$ cat src/rtl/mod_mem_monitor.sv
// Memory-modification monitor: flags CPU writes and DMA burst beats that
// land in the attested region (AR) or the LMT reserved window. Flags are
// registered one-cycle pulses; AR hits are also counted (saturating).
module mod_mem_monitor #(
   parameter logic [31:0] AR_MIN  = 32'h0000_2000,
   parameter logic [31:0] AR_MAX  = 32'h0000_3FFF,
   parameter logic [31:0] LMT_MIN = 32'h0000_0FF0,
   parameter logic [31:0] LMT_MAX = 32'h0000_0FFF
) (
   input  logic        clk,
   input  logic        rst_n,
   input  logic        cpu_wen,
   input  logic [31:0] cpu_waddr,
   input  logic        dma_start,
   input  logic [31:0] dma_addr,
   input  logic [7:0]  dma_len,
   input  logic        dma_beat,
   output logic        dma_busy,
   output logic        Mod_Mem_AR,
   output logic        Mod_Mem_LMT,
   output logic [15:0] ar_mod_count
);

   typedef enum logic {IDLE, BURST} state_t;

   state_t      state_q, state_d;
   logic [31:0] baddr_q, baddr_d;
   logic [7:0]  bcnt_q,  bcnt_d;
   logic        ar_q,    ar_d;
   logic        lmt_q,   lmt_d;
   logic [15:0] arcnt_q, arcnt_d;
   logic        dma_chk;

   // Inclusive unsigned range test. Written as an offset compare so a
   // range starting at 0 needs no always-true "a >= 0" term; assumes lo <= hi.
   function automatic logic in_rng(input logic [31:0] a,
                                   input logic [31:0] lo,
                                   input logic [31:0] hi);
      return (a - lo) <= (hi - lo);
   endfunction

   // Burst FSM: load address/length on a non-empty start, step per beat
   always_comb begin
      state_d = state_q;
      baddr_d = baddr_q;
      bcnt_d  = bcnt_q;
      dma_chk = 1'b0;
      case (state_q)
         IDLE: begin
            if (dma_start && (dma_len != 8'd0)) begin
               state_d = BURST;
               baddr_d = dma_addr;
               bcnt_d  = dma_len;
            end
         end
         BURST: begin
            if (dma_beat) begin
               dma_chk = 1'b1;
               baddr_d = baddr_q + 32'd4;   // wraps modulo 2^32
               bcnt_d  = bcnt_q - 8'd1;
               if (bcnt_q == 8'd1) state_d = IDLE;
            end
         end
         default: state_d = IDLE;
      endcase
   end

   // Hit detection: CPU and DMA hits in one cycle merge into one pulse
   always_comb begin
      ar_d  = (cpu_wen && in_rng(cpu_waddr, AR_MIN, AR_MAX)) ||
              (dma_chk && in_rng(baddr_q, AR_MIN, AR_MAX));
      lmt_d = (cpu_wen && in_rng(cpu_waddr, LMT_MIN, LMT_MAX)) ||
              (dma_chk && in_rng(baddr_q, LMT_MIN, LMT_MAX));
      arcnt_d = arcnt_q;
      if (ar_d && (arcnt_q != 16'hFFFF)) arcnt_d = arcnt_q + 16'd1;
   end

   // State and flag registers; reset also abandons any burst in flight
   always_ff @(posedge clk or negedge rst_n) begin
      if (!rst_n) begin
         state_q <= IDLE;
         baddr_q <= 32'd0;
         bcnt_q  <= 8'd0;
         ar_q    <= 1'b0;
         lmt_q   <= 1'b0;
         arcnt_q <= 16'd0;
      end else begin
         state_q <= state_d;
         baddr_q <= baddr_d;
         bcnt_q  <= bcnt_d;
         ar_q    <= ar_d;
         lmt_q   <= lmt_d;
         arcnt_q <= arcnt_d;
      end
   end

   assign dma_busy     = (state_q == BURST);
   assign Mod_Mem_AR   = ar_q;
   assign Mod_Mem_LMT  = lmt_q;
   assign ar_mod_count = arcnt_q;

endmodule

$ cat config.mk
export PLATFORM = sky130hd
export DESIGN_NAME = mod_mem_monitor
export DESIGN_NICKNAME = d
export VERILOG_FILES = /design/src/rtl/mod_mem_monitor.sv
export SDC_FILE = /design/constraint.sdc
export NUM_CORES = 1
export LEC_CHECK = 0
export BUFFER_PORTS_ARGS = -buffer_cell sky130_fd_sc_hd__buf_4
export CAP_MARGIN = 5
export CORE_MARGIN = 2
export CORE_UTILIZATION = 40
export CTS_BUF_LIST = sky130_fd_sc_hd__clkbuf_4 sky130_fd_sc_hd__clkbuf_8
export CTS_CLUSTER_SIZE = 24
export DETAILED_ROUTE_END_ITERATION = 12
export PLACE_DENSITY_LB_ADDON = 0.1
export SLEW_MARGIN = 20
export SYNTH_ARGS = -nofsm -noshare
export SYNTH_HDL_FRONTEND = slang
export SYNTH_SLANG_ARGS = --single-unit
$ cat constraint.sdc
create_clock -name clk -period 7.3 [get_ports clk]
set_input_delay 0.365 -clock clk [delete_from_list [all_inputs] [get_ports clk]]
set_output_delay 0.365 -clock clk [all_outputs]
set_load 0.005 [all_outputs]
# --- Word-level counts from Yosys, hierarchy flattened ---
# Index checks and enable logic that the tools add are counted.
classes:
  n_reduce_logical: 10
  bitwise_logic: 1
  n_mux: 12
  n_addsub: 7
  n_eq_ne: 4
  magnitude_cmp: 4
ops:
  columns: ["operator", "count"]
  rows:
  - ["$le A32 B13 Y1 const B", 2]
  - ["$le A32 B4 Y1 const B", 2]
  - ["$mux W32", 2]
  - ["$pmux W32 S2", 1]
  - ["$sub A32 B12 Y32 const B", 2]
  - ["$sub A32 B14 Y32 const B", 2]
  - ["$add A32 B3 Y32 const B", 1]
  - ["$add A16 B1 Y16 const B", 1]
  - ["$mux W8", 2]
  - ["$ne A16 B16 Y1 const B", 1]
  - ["$pmux W8 S2", 1]
  - ["$eq A8 B1 Y1 const B", 1]
  - ["$reduce_bool A8 Y1", 1]
  - ["$sub A8 B1 Y8 const B", 1]
  - ["$logic_and A1 B1 Y1", 6]
  - ["$mux W1", 5]
  - ["$ne A2 B2 Y1 const B", 2]
  - ["$logic_or A1 B1 Y1", 2]
  - ["$pmux W1 S2", 1]
  - ["$reduce_and A2 Y1", 1]
  - ["$not A1 Y1", 1]
totals:
  register_bits: 59
  in_bits: 77

# --- Depth between registers and ports, before layout ---
# Gate-level depths: netlist of the first run.
depth:
  ltp_word: 5
  depth_mapped: 11
  mapped_depth_nobuf: 9

# --- Worst setup path after synthesis of the first run ---
# No wires, ideal clock.
synth_path:
  path_type: "reg-to-reg"
  start: "register baddr_q[13]"
  end: "register arcnt_q[1] (netlist: ar_mod_count[1])"
  path_buffers: 1
  setup_slack_ns: 4.934
  arrival_ns: 2.241
  path_stages_with_launch: 10
  setup_time_ns: 0.125
  period_less_slack_ns: 2.366
  cell_sequence: "dfrtp_1 > clkbuf_1 > inv_1 > ha_1 > a21oi_1 > nor2_1 > o32a_1 > o32ai_4 > nand2_2 > mux2_4"
synth_via:
  elab_chain_len: 5
synth_rtl:
  columns: ["element", "line_no", "source"]
  rows:
  - ["from (decl)", "27", "logic [31:0] baddr_q, baddr_d;"]
  - ["from (signal assigned)", "89", "baddr_q <= baddr_d;"]
  - ["$sub A32 B14 Y32", "39", "return (a - lo) <= (hi - lo);"]
  - ["$le A32 B13 Y1", "39", null]
  - ["$logic_and A1 B1 Y1", "71", "(dma_chk && in_rng(baddr_q, AR_MIN, AR_MAX));"]
  - ["$logic_or A1 B1 Y1", "70", "ar_d = (cpu_wen && in_rng(cpu_waddr, AR_MIN, AR_MAX)) ||"]
  - ["$logic_and A1 B1 Y1", "75", "if (ar_d && (arcnt_q != 16'hFFFF)) arcnt_d = arcnt_q + 16'd1;"]
  - ["to (signal assigned)", "93", "arcnt_q <= arcnt_d;"]
  - ["to (decl)", "31", "logic [15:0] arcnt_q, arcnt_d;"]
# No other way between the ends.
# A chain may end at the register's enable or synchronous reset.

# --- Worst setup path in the final report of the first run ---
# Ends and elaborated chain as after synthesis.

==> impl_summary.log, run 1 <==
INFO  metric run_status = completed
INFO  metric ys.warnings.count = 0
INFO  metric power_density = 309.4 nW/µm²
INFO  metric design.portCount = 96
INFO  metric timing.critical_path.max_delay_family = compound AO/OA/AOI/OAI gates
INFO  metric drt.antenna.violating_nets = 0
INFO  metric crit_required = 7.53 ns
INFO  metric postSynthAreaPerCell = 8.403 µm²
INFO  metric synth_unique_cells = 66
INFO  metric first_global_vias = 3865
INFO  metric ys_dominant_reg_cell = dfrtp_1
INFO  metric largest_fanout_on_the_critical_path = 15
INFO  metric worst_path_largest_cell_delay = 0.70 ns
INFO  metric design.die.area = approximately 11000 µm²
INFO  metric clock_power_share = 0.195
INFO  metric cts_sinks = 57
INFO  metric grt_start_max_net_pins = 58
INFO  metric cts_hold_repair.buffers = 0
INFO  metric grt_setup_unrepaired = no
INFO  metric final_area = 5155 µm²
INFO  metric worst_slew_pin_slew = 0.8842 ns
INFO  metric htree_num_levels = 3
INFO  metric ys_seq_elements = 57
INFO  metric post-cts-setup-buffers = 0
INFO  metric timing.final.crit_period = just over 3 ns
INFO  metric hpwl = 8021 µm
INFO  metric num_rows = 37
INFO  metric cp-end-kind = flip-flop
INFO  metric regToRegEndpoint = ar_mod_count[1]
INFO  metric num_antenna_cells = 0
INFO  metric netSwitchingPower = just under 0.0007 W
INFO  metric final_layout_size_suffix_gt1_frac = 0.2461
INFO  metric timing.setup.tns = 0 ns
INFO  metric design.core.area = between 10000 and 15000 µm²
INFO  metric slew_headroom = 0.4056
INFO  metric routed_wirelength = 11540 µm
INFO  metric timing.critical_path.from_type = flip-flop
INFO  metric r2r-start = baddr_q[13]
INFO  metric share_comb_of_total_power = 0.412
INFO  metric timing.reg2reg.setup_slack = 4.28 ns
INFO  metric synth-edff-count = 0
INFO  metric critical-path-slowest-cell = o32ai_4
INFO  metric totalPowerFinal = 0.001595 W
INFO  metric vdd.ir_drop.worst = roughly 100 µV
INFO  metric power.leakage = between 2 and 2.5 nW
INFO  metric drt-vias-per-instance = 5.759
INFO  metric synthCells = ~500
INFO  metric die_width = around 110 µm
INFO  metric area_growth_syn_to_layout = 21.00%
INFO  metric via_count = 4106
INFO  metric drt_pass1_iterations = 4
INFO  metric cell_internal_pwr = 0.0008994 W
INFO  metric synthesis.nets = 593
INFO  metric timing.reg2reg.worst_path_depth = 9
INFO  metric fin_nets = 659
INFO  metric grt_first_pass_wirelength = 19130 µm
INFO  metric portion_of_the_post_synthesis_area_used_by_sequential_elements = 0.3348
INFO  metric placed_cells = approximately 700
INFO  metric finalHoldViolations = 0
INFO  metric cp.arrival = 3.25 ns
INFO  metric cap_viol_max_count = 0
INFO  metric final_critical_path_setup_slack = between 4 and 5 ns
INFO  metric cts_tree = built
INFO  metric hold_class = input port to asynchronous set/reset pin
INFO  metric globalplace.congestion = a little under 0.9
INFO  metric cts-root-to-sink-buffers = 2
INFO  metric dpl_cell_area = 4956 µm²
INFO  metric die_height = 107.2 µm
INFO  metric layoutNonFillerInstCount = around 710
INFO  metric initial_core_util = 0.4127
INFO  metric number_of_antenna_violations_at_the_first_check_in_global_routing = 0
INFO  metric post_drt_wl_per_cell = 16.19 µm
INFO  metric fin_skew = 0.003852 ns
INFO  metric detail_route.iter0.violations = between 200 and 250
INFO  metric max_clock_freq = roughly 330 MHz
INFO  metric cts_root_buffer = clkbuf_8
INFO  metric dp_slack = 4.283 ns
INFO  metric grt_usage = 0.2075
INFO  metric period_share = 0.4142
INFO  metric io_buffers = 89
INFO  metric cts.clk_slew.worst_paths = 0.07 ns
INFO  metric seqPwrFrac = 0.394
INFO  metric grt_overflow = 0
INFO  metric cts_made_buffers = 9
INFO  metric crit_path_class = flip-flop to flip-flop
INFO  metric cts_repair_resize_count = 0
INFO  metric switching_share = 0.4360
INFO  metric pins_over_their_slew_limit = 0
INFO  metric ys_async_sr_fraction = 1.000
INFO  metric finalSetupViolations = 0
INFO  metric worstPathBufferInverterCount = 1
INFO  metric syn_area = between 4000 and 5000 µm²
INFO  metric crit_chain = inv_1 -> ha_1 -> nand2b_1 -> o311ai_0 -> o21ai_0 -> nand4_1 -> o32ai_4 -> nand2_2 -> mux2_4
INFO  metric worstSkewPairLatency = 0.34 ns
INFO  metric drcViolationCount = 0
-- metrics by stage --
stage,utilization,hold slack [ns]
after floorplan,-,0.06941
after global placement,0.4801,0.4779
after detailed placement,0.4801,0.4839
after CTS,0.4993,0.1241
after global routing,0.4993,0.1661
final,0.4993,0.08953
-- final cells by class --
type | count | area [µm²]
Sequential cell | 57 | 1426
Fill cell | 1016 | 5169
Multi-Input combinational cell | 403 | 2631
Tap cell | 136 | 170.2
Clock inverter | 3 | 40.04
Clock buffer | 12 | 158.9
Inverter | 10 | 37.54
Timing Repair Buffer | 92 | 690.7
-- power groups by stage --
stage | Sequential [W] | Combinational [W] | Clock [W]
6_report | 0.000628 | 0.000657 | 0.000310
5_1_grt | 0.000650 | 0.000750 | 0.000330
4_1_cts | 0.000622 | 0.000657 | 0.000319
3_5_place_dp | 0.000629 | 0.000654 | 0
3_3_place_gp | 0.000624 | 0.000641 | 0
2_1_floorplan | 0.000495 | 0.000617 | 0
-- synthesized netlist by cell type, drive strengths merged (12+ instances only) --
| library cell | instances | area [µm²] |
|---|---|---|
| a21oi | 31 | 155.2 |
| o22ai | 21 | 131.4 |
| nand3 | 45 | 275.3 |
| and3 | 20 | 125.1 |
| nand4 | 22 | 137.6 |
| xnor2 | 18 | 157.7 |
| clkbuf | 24 | 90.09 |
| nor2 | 39 | 146.4 |
| dfrtp | 57 | 1426 |
| nand2 | 43 | 163.9 |
| nor3 | 14 | 75.07 |
| mux2i | 12 | 120.1 |
| buf | 13 | 75.07 |
| o21ai | 33 | 168.9 |
-- routing by layer --
| metal | share of wire | up-vias | global-route usage |
|---|---|---|---|
| met1 | 0.47 | 1955 | 0.2926 |
| met4 | 0.013 | 0 | 0.06957 |
| met2 | 0.47 | 107 | 0.3232 |
| li1 | - | 2031 | - |
| met5 | 0 | - | 0 |
| met3 | 0.046 | 13 | 0.03222 |
-- worst max path at each step --
stage | start | to | slack (ns) | cells past startpoint
2_1_floorplan | baddr_q[13] | ar_mod_count[1] | 4.93 | 9
3_3_place_gp | dma_busy | ar_mod_count[1] | 4.29 | 8
3_5_place_dp | dma_busy | ar_mod_count[1] | 4.28 | 8
4_1_cts | dma_busy | ar_mod_count[1] | 4.28 | 8
5_1_grt | dma_busy | ar_mod_count[1] | 4.06 | 8
6_report | baddr_q[13] | ar_mod_count[1] | 4.28 | 9
-- kinds of logic (layout without fill, tap and decap cells) --
logic type	Yosys count	in the layout	synth area share
and+or+nand+nor	234	234	0.3187
AOI/OAI and AO/OA	124	124	0.1918
DFF	57	57	0.3348
buffers and inverters	47	117	0.04758
xor gates and xnor gates	20	20	0.04112
muxes	16	16	0.03965
adders and majority gates	9	9	0.02643
-- sequential cells by signal (all words and copies together) (netlist names) --
signal	count
Mod_Mem_LMT	1
Mod_Mem_AR	1
dma_busy	1
ar_mod_count	16
bcnt_q	8
baddr_q	30
-- cell usage in the layout (no fill, tap or decap), types with 3 or more instances in the layout --
cell type / synthesis / final
mux2_2: 3 / 3
nor2b_1: 4 / 4
nor4_1: 6 / 6
ha_1: 9 / 9
and3_1: 20 / 20
a31oi_1: 4 / 4
o32ai_1: 3 / 3
o21ai_0: 32 / 32
nor3b_1: 5 / 5
nor3_1: 13 / 13
or3_1: 3 / 3
a211oi_1: 7 / 7
o22ai_1: 21 / 21
mux2i_1: 12 / 12
nand3_1: 35 / 35
o221a_2: 4 / 4
nand3_2: 10 / 10
clkbuf_8: 0 / 11
buf_4: 1 / 92
inv_1: 10 / 10
dfrtp_1: 57 / 57
and4_1: 8 / 8
nor2_1: 39 / 39
a21oi_1: 31 / 31
nand2_1: 42 / 42
nand4_1: 22 / 22
xnor2_1: 18 / 18
and2_1: 5 / 5
No activity file was read; power rests on OpenSTA's default activity.
==> run 2: changes to the inputs <==
==> constraint.sdc (replaced) <==
create_clock -name clk -period 2.9 [get_ports clk]
set_input_delay 0.145 -clock clk [delete_from_list [all_inputs] [get_ports clk]]
set_output_delay 0.145 -clock clk [all_outputs]
set_load 0.005 [all_outputs]
==> run 2 against run 1 <==
Net effect: flip-flop and latch count is the same; critical path depth shrank 1; cell count grew 2.2%; critical endpoint unchanged.
==> impl_summary.log, run 2 (synthesized netlist as in run 1, its figures left out) <==
INFO  metric run_status = completed
INFO  metric via_count = 4208
INFO  metric slew_headroom = 0.4491
INFO  metric crit_required = roughly 3.1 ns
INFO  metric drt-vias-per-instance = 5.772
INFO  metric fin_skew = 0.01373 ns
INFO  metric routed_wirelength = 11870 µm
INFO  metric design.die.area = 11490 µm²
INFO  metric largest_fanout_on_the_critical_path = 15
INFO  metric worst_path_largest_cell_delay = 0.47 ns
INFO  metric final_common_cell = buf_4
INFO  metric power_density = 813.2 nW/µm²
INFO  metric critical-path-slowest-cell = dfrtp_1
INFO  metric cts-root-to-sink-buffers = 2
INFO  metric finalHoldViolations = 0
INFO  metric finalSetupViolations = 0
INFO  metric number_of_antenna_violations_at_the_first_check_in_global_routing = 0
INFO  metric first_global_vias = 3913
INFO  metric area_growth_syn_to_layout = 25.14%
INFO  metric area.sequential = 1426 µm²
INFO  metric crit_chain = nor4_4 -> nand4_1 -> xor2_1 -> nand3_2 -> o32ai_4 -> buf_4 -> nand2_2 -> mux2_4
INFO  metric crit_path_class = flip-flop to flip-flop
INFO  metric register_containing_the_most_flip_flops_in_the_final_layout = baddr_q
INFO  metric grt_setup_unrepaired = no
INFO  metric grt_start_max_net_pins = 58
INFO  metric detail_route.iter0.violations = 180
INFO  metric cts_root_buffer = clkbuf_8
INFO  metric cp.arrival = 2.79 ns
INFO  metric num_antenna_cells = 0
INFO  metric n_fill_cell = roughly 1000
INFO  metric num_rows = 37
INFO  metric largest_reg_flops = 30
INFO  metric drt_pass1_iterations = 5
INFO  metric cap_viol_max_count = 0
INFO  metric globalplace.congestion = 0.9019
INFO  metric cts_made_buffers = 9
INFO  metric cp-end-kind = flip-flop
INFO  metric hold_ws = 0.05475 ns
INFO  metric initial_core_util = 0.4127
INFO  metric grt_first_pass_wirelength = between 15000 and 20000 µm
INFO  metric utilization = 0.5164
INFO  metric timing.final.crit_period = 2.563 ns
INFO  metric grt_usage = 0.2138
INFO  metric multi_input_area = about 2600 µm²
INFO  metric cts.clk_slew.worst_paths = about 0.08 ns
INFO  metric vdd.ir_drop.worst = 374.8 µV
INFO  metric pins_over_their_slew_limit = 0
INFO  metric die_width = 107.2 µm
INFO  metric most-common-layout-cells = buf_4, dfrtp_1, nand2_1, nor2_1, nand3_1
INFO  metric period_share = 0.8839
INFO  metric totalPowerFinal = 0.004335 W
INFO  metric cts_tree = built
INFO  metric worst_slew_pin_slew = 0.8264 ns
INFO  metric htree_num_levels = 3
INFO  metric worstSkewPairLatency = 0.34 ns
INFO  metric fin_nets = 674
INFO  metric power.leakage = 2.303 nW
INFO  metric hpwl = approximately 8300 µm
INFO  metric design.core.area = 10320 µm²
INFO  metric io_buffers = 89
INFO  metric die_height = ~110 µm
INFO  metric post_drt_wl_per_cell = between 15 and 20 µm
INFO  metric drt.antenna.violating_nets = 0
INFO  metric grt_overflow = 0
INFO  metric cts_sinks = between 50 and 60
INFO  metric max_clock_freq = 390.1 MHz
INFO  metric drcViolationCount = 0
INFO  metric hold_class = input port to flip-flop
INFO  metric timing.critical_path.from_type = flip-flop
INFO  metric timing.setup.tns = 0 ns
INFO  metric design.portCount = 96
INFO  metric final_layout_size_suffix_gt1_frac = 0.2648
==> run 2: cell types whose count changed in the layout (fill, tap and decap cells not counted), sizes merged <==
cell         before  now
buf              92  106
bufinv            1    3
clkbuf           12   11
clkinv            2    1
clkinvlp          0    1
dlygate4sd3       0    1
==> run 2: timing repair <==
item,4_1_cts,5_1_grt
endpoints found under the hold margin,57,0
hold buffers,1,0
resized for setup,0,0
setup buffers,0,0
==> run 2: worst paths after layout <==
check,startpoint,to,slack [ns],depth (start not counted)
hold reg to reg,ar_mod_count[6],ar_mod_count[6],0.49,1
setup reg to reg,baddr_q[18],ar_mod_count[1],0.34,8
hold / removal,dma_len[1],bcnt_q[1],0.05,3
max in group asynchronous,rst_n,ar_mod_count[6],1.97,2
setup / recovery,baddr_q[18],ar_mod_count[1],0.34,8
min in group asynchronous,rst_n,baddr_q[2],0.42,2
==> run 2: per-layer routing <==
metal  routed length (µm)  track usage  share of wire
met5                    0            0              0
met1                 5573       0.2970           0.47
met2                 5555       0.3345           0.47
met4                  174      0.08442          0.015
met3                  563      0.03040          0.047
==> run 2: final cells by class <==
class | instances | share of cell area
clock buffers | 11 | 0.02722
repair buffers | 107 | 0.1535
well taps | 136 | 0.03192
inverters | 10 | 0.007041
flip-flops and latches | 57 | 0.2675
clock inverters | 5 | 0.01924
multi-input cells | 403 | 0.4935
==> run 2: critical path: cells and delay by family (launching register included) <==
family / cells / cell delay (ns)
simple gates: 4 / 0.91
flops: 1 / 0.47
mux: 1 / 0.30
buf+inv: 1 / 0.28
compound gates: 1 / 0.26
xor+xnor: 1 / 0.23
==> run 2: power by group <==
group	internal (W)	switching (W)	total (W)
combinational	0.000875	0.00106	0.00194
sequential	0.00104	0.000402	0.00144
clock	0.000603	0.000355	0.000958
==> run 2: stage by stage <==
step	setup slack, ns	instance area (µm²)	cells
2_1_floorplan	0.5339	4260	507
3_3_place_gp	0.3725	5074	712
3_5_place_dp	0.3669	5074	712
4_1_cts	0.3408	5331	729
5_1_grt	0.1703	5331	729
6_report	0.3367	5331	729
==> run 3: changes to the inputs <==
--- a/config.mk
+++ b/config.mk
@@ -5,6 +5,7 @@
 export SDC_FILE = /design/constraint.sdc
 export NUM_CORES = 1
 export LEC_CHECK = 0
+export ABC_AREA = 1
 export BUFFER_PORTS_ARGS = -buffer_cell sky130_fd_sc_hd__buf_4
 export CAP_MARGIN = 5
 export CORE_MARGIN = 2
==> constraint.sdc (replaced) <==
create_clock -name clk -period 2.9 [get_ports clk]
set_input_delay 0.58 -clock clk [delete_from_list [all_inputs] [get_ports clk]]
set_output_delay 0.58 -clock clk [all_outputs]
set_load 0.005 [all_outputs]
==> run 3 against run 2 <==
Net effect: global-route usage up 1.6 points; combinational power up 22%; via count rose by 29%; first-iteration DRC count grew 96%; largest cell class unchanged.
==> impl_summary.log, run 3 <==
INFO  metric register_containing_the_most_flip_flops_in_the_final_layout = baddr_q
INFO  metric cts_made_buffers = 9
INFO  metric worst_path_largest_cell_delay = between 0.4 and 0.5 ns
INFO  metric worstSkewPairLatency = about 0.36 ns
INFO  metric number_of_antenna_violations_at_the_first_check_in_global_routing = 0
INFO  metric cap_viol_max_count = 0
INFO  metric timing.critical_path.max_delay_family = simple AND/OR/NAND/NOR gates
INFO  metric largest_fanout_on_the_critical_path = 10
INFO  metric seqPwrFrac = 0.303
INFO  metric syn_area = 5020 µm²
INFO  metric grt_usage = 0.2301
INFO  metric timing.setup.tns = 0 ns
INFO  metric largest_reg_flops = 30
INFO  metric first_global_vias = 5224
INFO  metric most-common-layout-cells = nand2_1, nor2_1, inv_1, buf_4
INFO  metric vdd.ir_drop.worst = 299.2 µV
INFO  metric hold_class = input port to asynchronous set/reset pin
INFO  metric share_comb_of_total_power = 0.498
INFO  metric synth_unique_cells = 40
INFO  metric regToRegEndpoint = ar_mod_count[10]
INFO  metric power.leakage = 2.969 nW
INFO  metric post_synth_most_frequent_cells = nand2_1, nor2_1, inv_1
INFO  metric die_height = 116.0 µm
INFO  metric cts_root_buffer = clkbuf_8
INFO  metric detail_route.iter0.violations = 353
INFO  metric worst_slew_pin_slew = 0.7599 ns
INFO  metric finalSetupViolations = 0
INFO  metric io_buffers = 89
INFO  metric grt_overflow = 0
INFO  metric ys_dominant_reg_cell = dfrtp_1
INFO  metric critical-path-slowest-cell = dfrtp_1
INFO  metric yosys_top_cell_area_share = 0.2841
INFO  metric cts_tree = built
INFO  metric design.die.area = 13460 µm²
INFO  metric timing.final.crit_period = 2.530 ns
INFO  metric synthDominantAreaCellType = dfrtp_1
INFO  metric cts_repair_resize_count = 0
INFO  metric cp-end-kind = flip-flop
INFO  metric num_rows = 40
INFO  metric drt.antenna.violating_nets = 0
INFO  metric max_clock_freq = around 400 MHz
INFO  metric worst_setup_path_endpoint = ar_mod_count[10]
INFO  metric dpl_cell_area = about 5800 µm²
INFO  metric fin_skew = 0.01392 ns
INFO  metric grt_start_max_net_pins = between 50 and 60
INFO  metric timing.reg2reg.setup_slack = roughly 0.37 ns
INFO  metric timing.critical_path.from_type = flip-flop
INFO  metric cts_sinks = 57
INFO  metric crit_path_class = flip-flop to flip-flop
INFO  metric final_area = 6048 µm²
INFO  metric clock_power_share = 0.198
INFO  metric cell_internal_pwr = 0.002475 W
INFO  metric ys_seq_elements = 57
INFO  metric drt_pass1_iterations = 5
INFO  metric timing.reg2reg.worst_path_depth = 17
INFO  metric slew_headroom = 0.4934
INFO  metric post_drt_wl_per_cell = 13.84 µm
INFO  metric pins_over_their_slew_limit = 0
INFO  metric globalplace.congestion = 0.9288
INFO  metric power_density = slightly below 800 nW/µm²
INFO  metric synthTopCellsByArea = dfrtp_1, nand2_1, nor2_1
INFO  metric htree_num_levels = 3
INFO  metric initial_core_util = 0.4145
INFO  metric post-cts-setup-buffers = 0
INFO  metric drcViolationCount = 0
INFO  metric design.core.area = 12110 µm²
INFO  metric crit_required = 3.16 ns
INFO  metric r2r-start = baddr_q[13]
INFO  metric cts.clk_slew.worst_paths = 0.07 ns
INFO  metric design.portCount = 96
INFO  metric synthCells = 804
INFO  metric worst_path_most_repeated_cell = nand2_1
INFO  metric fin_nets = just under 1000
INFO  metric n_fill_cell = 1299
INFO  metric routed_wirelength = about 15000 µm
INFO  metric cp.arrival = 2.79 ns
INFO  metric ys.warnings.count = 0
INFO  metric crit_chain = inv_1 -> ha_1 -> inv_1 -> nor2_2 -> nand2_1 -> nand2_1 -> nand2_1 -> nor2_1 -> nand3_1 -> nor2_1 -> nand2_1 -> nand2_4 -> nand2_4 -> nor2_1 -> nand2_1 -> nand2_1 -> inv_1
INFO  metric area_growth_syn_to_layout = 20.49%
INFO  metric hpwl = 11220 µm
INFO  metric via_count = 5435
INFO  metric switching_share = 0.4779
INFO  metric grt_setup_unrepaired = no
INFO  metric ys_async_sr_fraction = 1.000
INFO  metric final_layout_size_suffix_gt1_frac = 0.1526
INFO  metric timing.critical_path.depth = 17
INFO  metric utilization = 0.4994
INFO  metric die_width = 116.0 µm
INFO  metric cts_hold_repair.buffers = 0
INFO  metric worstPathBufferInverterCount = 3
INFO  metric final_common_cell = nand2_1
INFO  metric portion_of_the_post_synthesis_area_used_by_sequential_elements = 0.2841
INFO  metric finalHoldViolations = 0
INFO  metric run_status = completed
INFO  metric postSynthAreaPerCell = 6.244 µm²
INFO  metric grt_first_pass_wirelength = 24630 µm
INFO  metric totalPowerFinal = 0.004741 W
INFO  metric synth_most_common_cell = nand2_1
INFO  metric netSwitchingPower = roughly 0.0023 W
INFO  metric synth-edff-count = 0
INFO  metric cts-root-to-sink-buffers = 2
INFO  metric num_antenna_cells = 0
INFO  metric period_share = 0.8722
INFO  metric drt-vias-per-instance = 5.132
INFO  metric synthesis.nets = 890
INFO  metric crit_path_start = baddr_q[13]
-- run 3: cell count changes in the layout (fill, tap and decap cells not counted), moves of 17 or more --
cell	before	now
and3_1	20	0
xor2_1	2	27
nor2_1	39	126
inv_1	10	95
nand2_1	42	210
nand3_1	35	52
o21ai_0	32	57
-- run 3: per-layer routing --
layer	global-route usage	vias to the layer above	share of wire
met5	0	-	0
met4	0.07540	0	0.020
met3	0.04498	21	0.046
met2	0.3984	131	0.49
met1	0.2883	2503	0.44
li1	-	2780	-
-- run 3: power by group through the flow --
stage               Clock, W  Combinational [W]  Sequential [W]
floorplan                  0            0.00188         0.00129
global placement           0            0.00230         0.00144
detailed placement         0            0.00235         0.00144
CTS                 0.000966            0.00236         0.00143
global route        0.000999            0.00271         0.00148
finish              0.000941            0.00236         0.00144
-- run 3: per-stage QoR --
step                cells  hold slack, ns  worst slack, ns
finish               1059          0.2840           0.3705
global route         1059          0.3491           0.1206
CTS                  1059          0.3196           0.3955
detailed placement   1044          0.4825           0.2495
global placement     1044          0.4794           0.2927
floorplan             804          0.2844           0.7128
-- run 3: how the worst min path moves through the flow --
stage | from | end | slack (ns) | depth (start not counted)
after CTS | rst_n | baddr_q[24] | 0.32 | 1
final | rst_n | baddr_q[22] | 0.28 | 1
after detailed placement | ar_mod_count[9] | ar_mod_count[9] | 0.48 | 1
after global placement | ar_mod_count[9] | ar_mod_count[9] | 0.48 | 1
after global routing | rst_n | baddr_q[22] | 0.35 | 1
after floorplan | rst_n | Mod_Mem_AR | 0.28 | 0
-- run 3: layout make-up --
cell class / count / area [µm²] / share of cell area
well taps: 168 / 210.2 / 0.03475
repair buffers: 92 / 690.7 / 0.1142
clock buffers: 10 / 137.6 / 0.02276
inverters: 100 / 375.4 / 0.06206
multi-input cells: 627 / 3104 / 0.5132
clock inverters: 5 / 103.9 / 0.01717
flip-flops and latches: 57 / 1426 / 0.2358
-- run 3: worst register-to-register path, cell delays in order, from the launching register on --
cell and delay (ns):
dfrtp_1 0.46, inv_1 0.21, ha_1 0.26, inv_1 0.09, nor2_2 0.22, nand2_1 0.08
nand2_1 0.06, nand2_1 0.05, nor2_1 0.10, nand3_1 0.11, nor2_1 0.13, nand2_1 0.12
nand2_4 0.13, nand2_4 0.12, nor2_1 0.15, nand2_1 0.06, nand2_1 0.06, inv_1 0.03
-- run 3: cell families (layout without fill, tap and decap cells) --
family,after synthesis,after routing,synth area share
and+or+nand+nor,468,468,0.4095
xor gates and xnor gates,30,30,0.05234
DFF,57,57,0.2841
adders and majority gates,9,9,0.02243
buffers and inverters,120,207,0.09746
AOI/OAI and AO/OA,120,120,0.1341
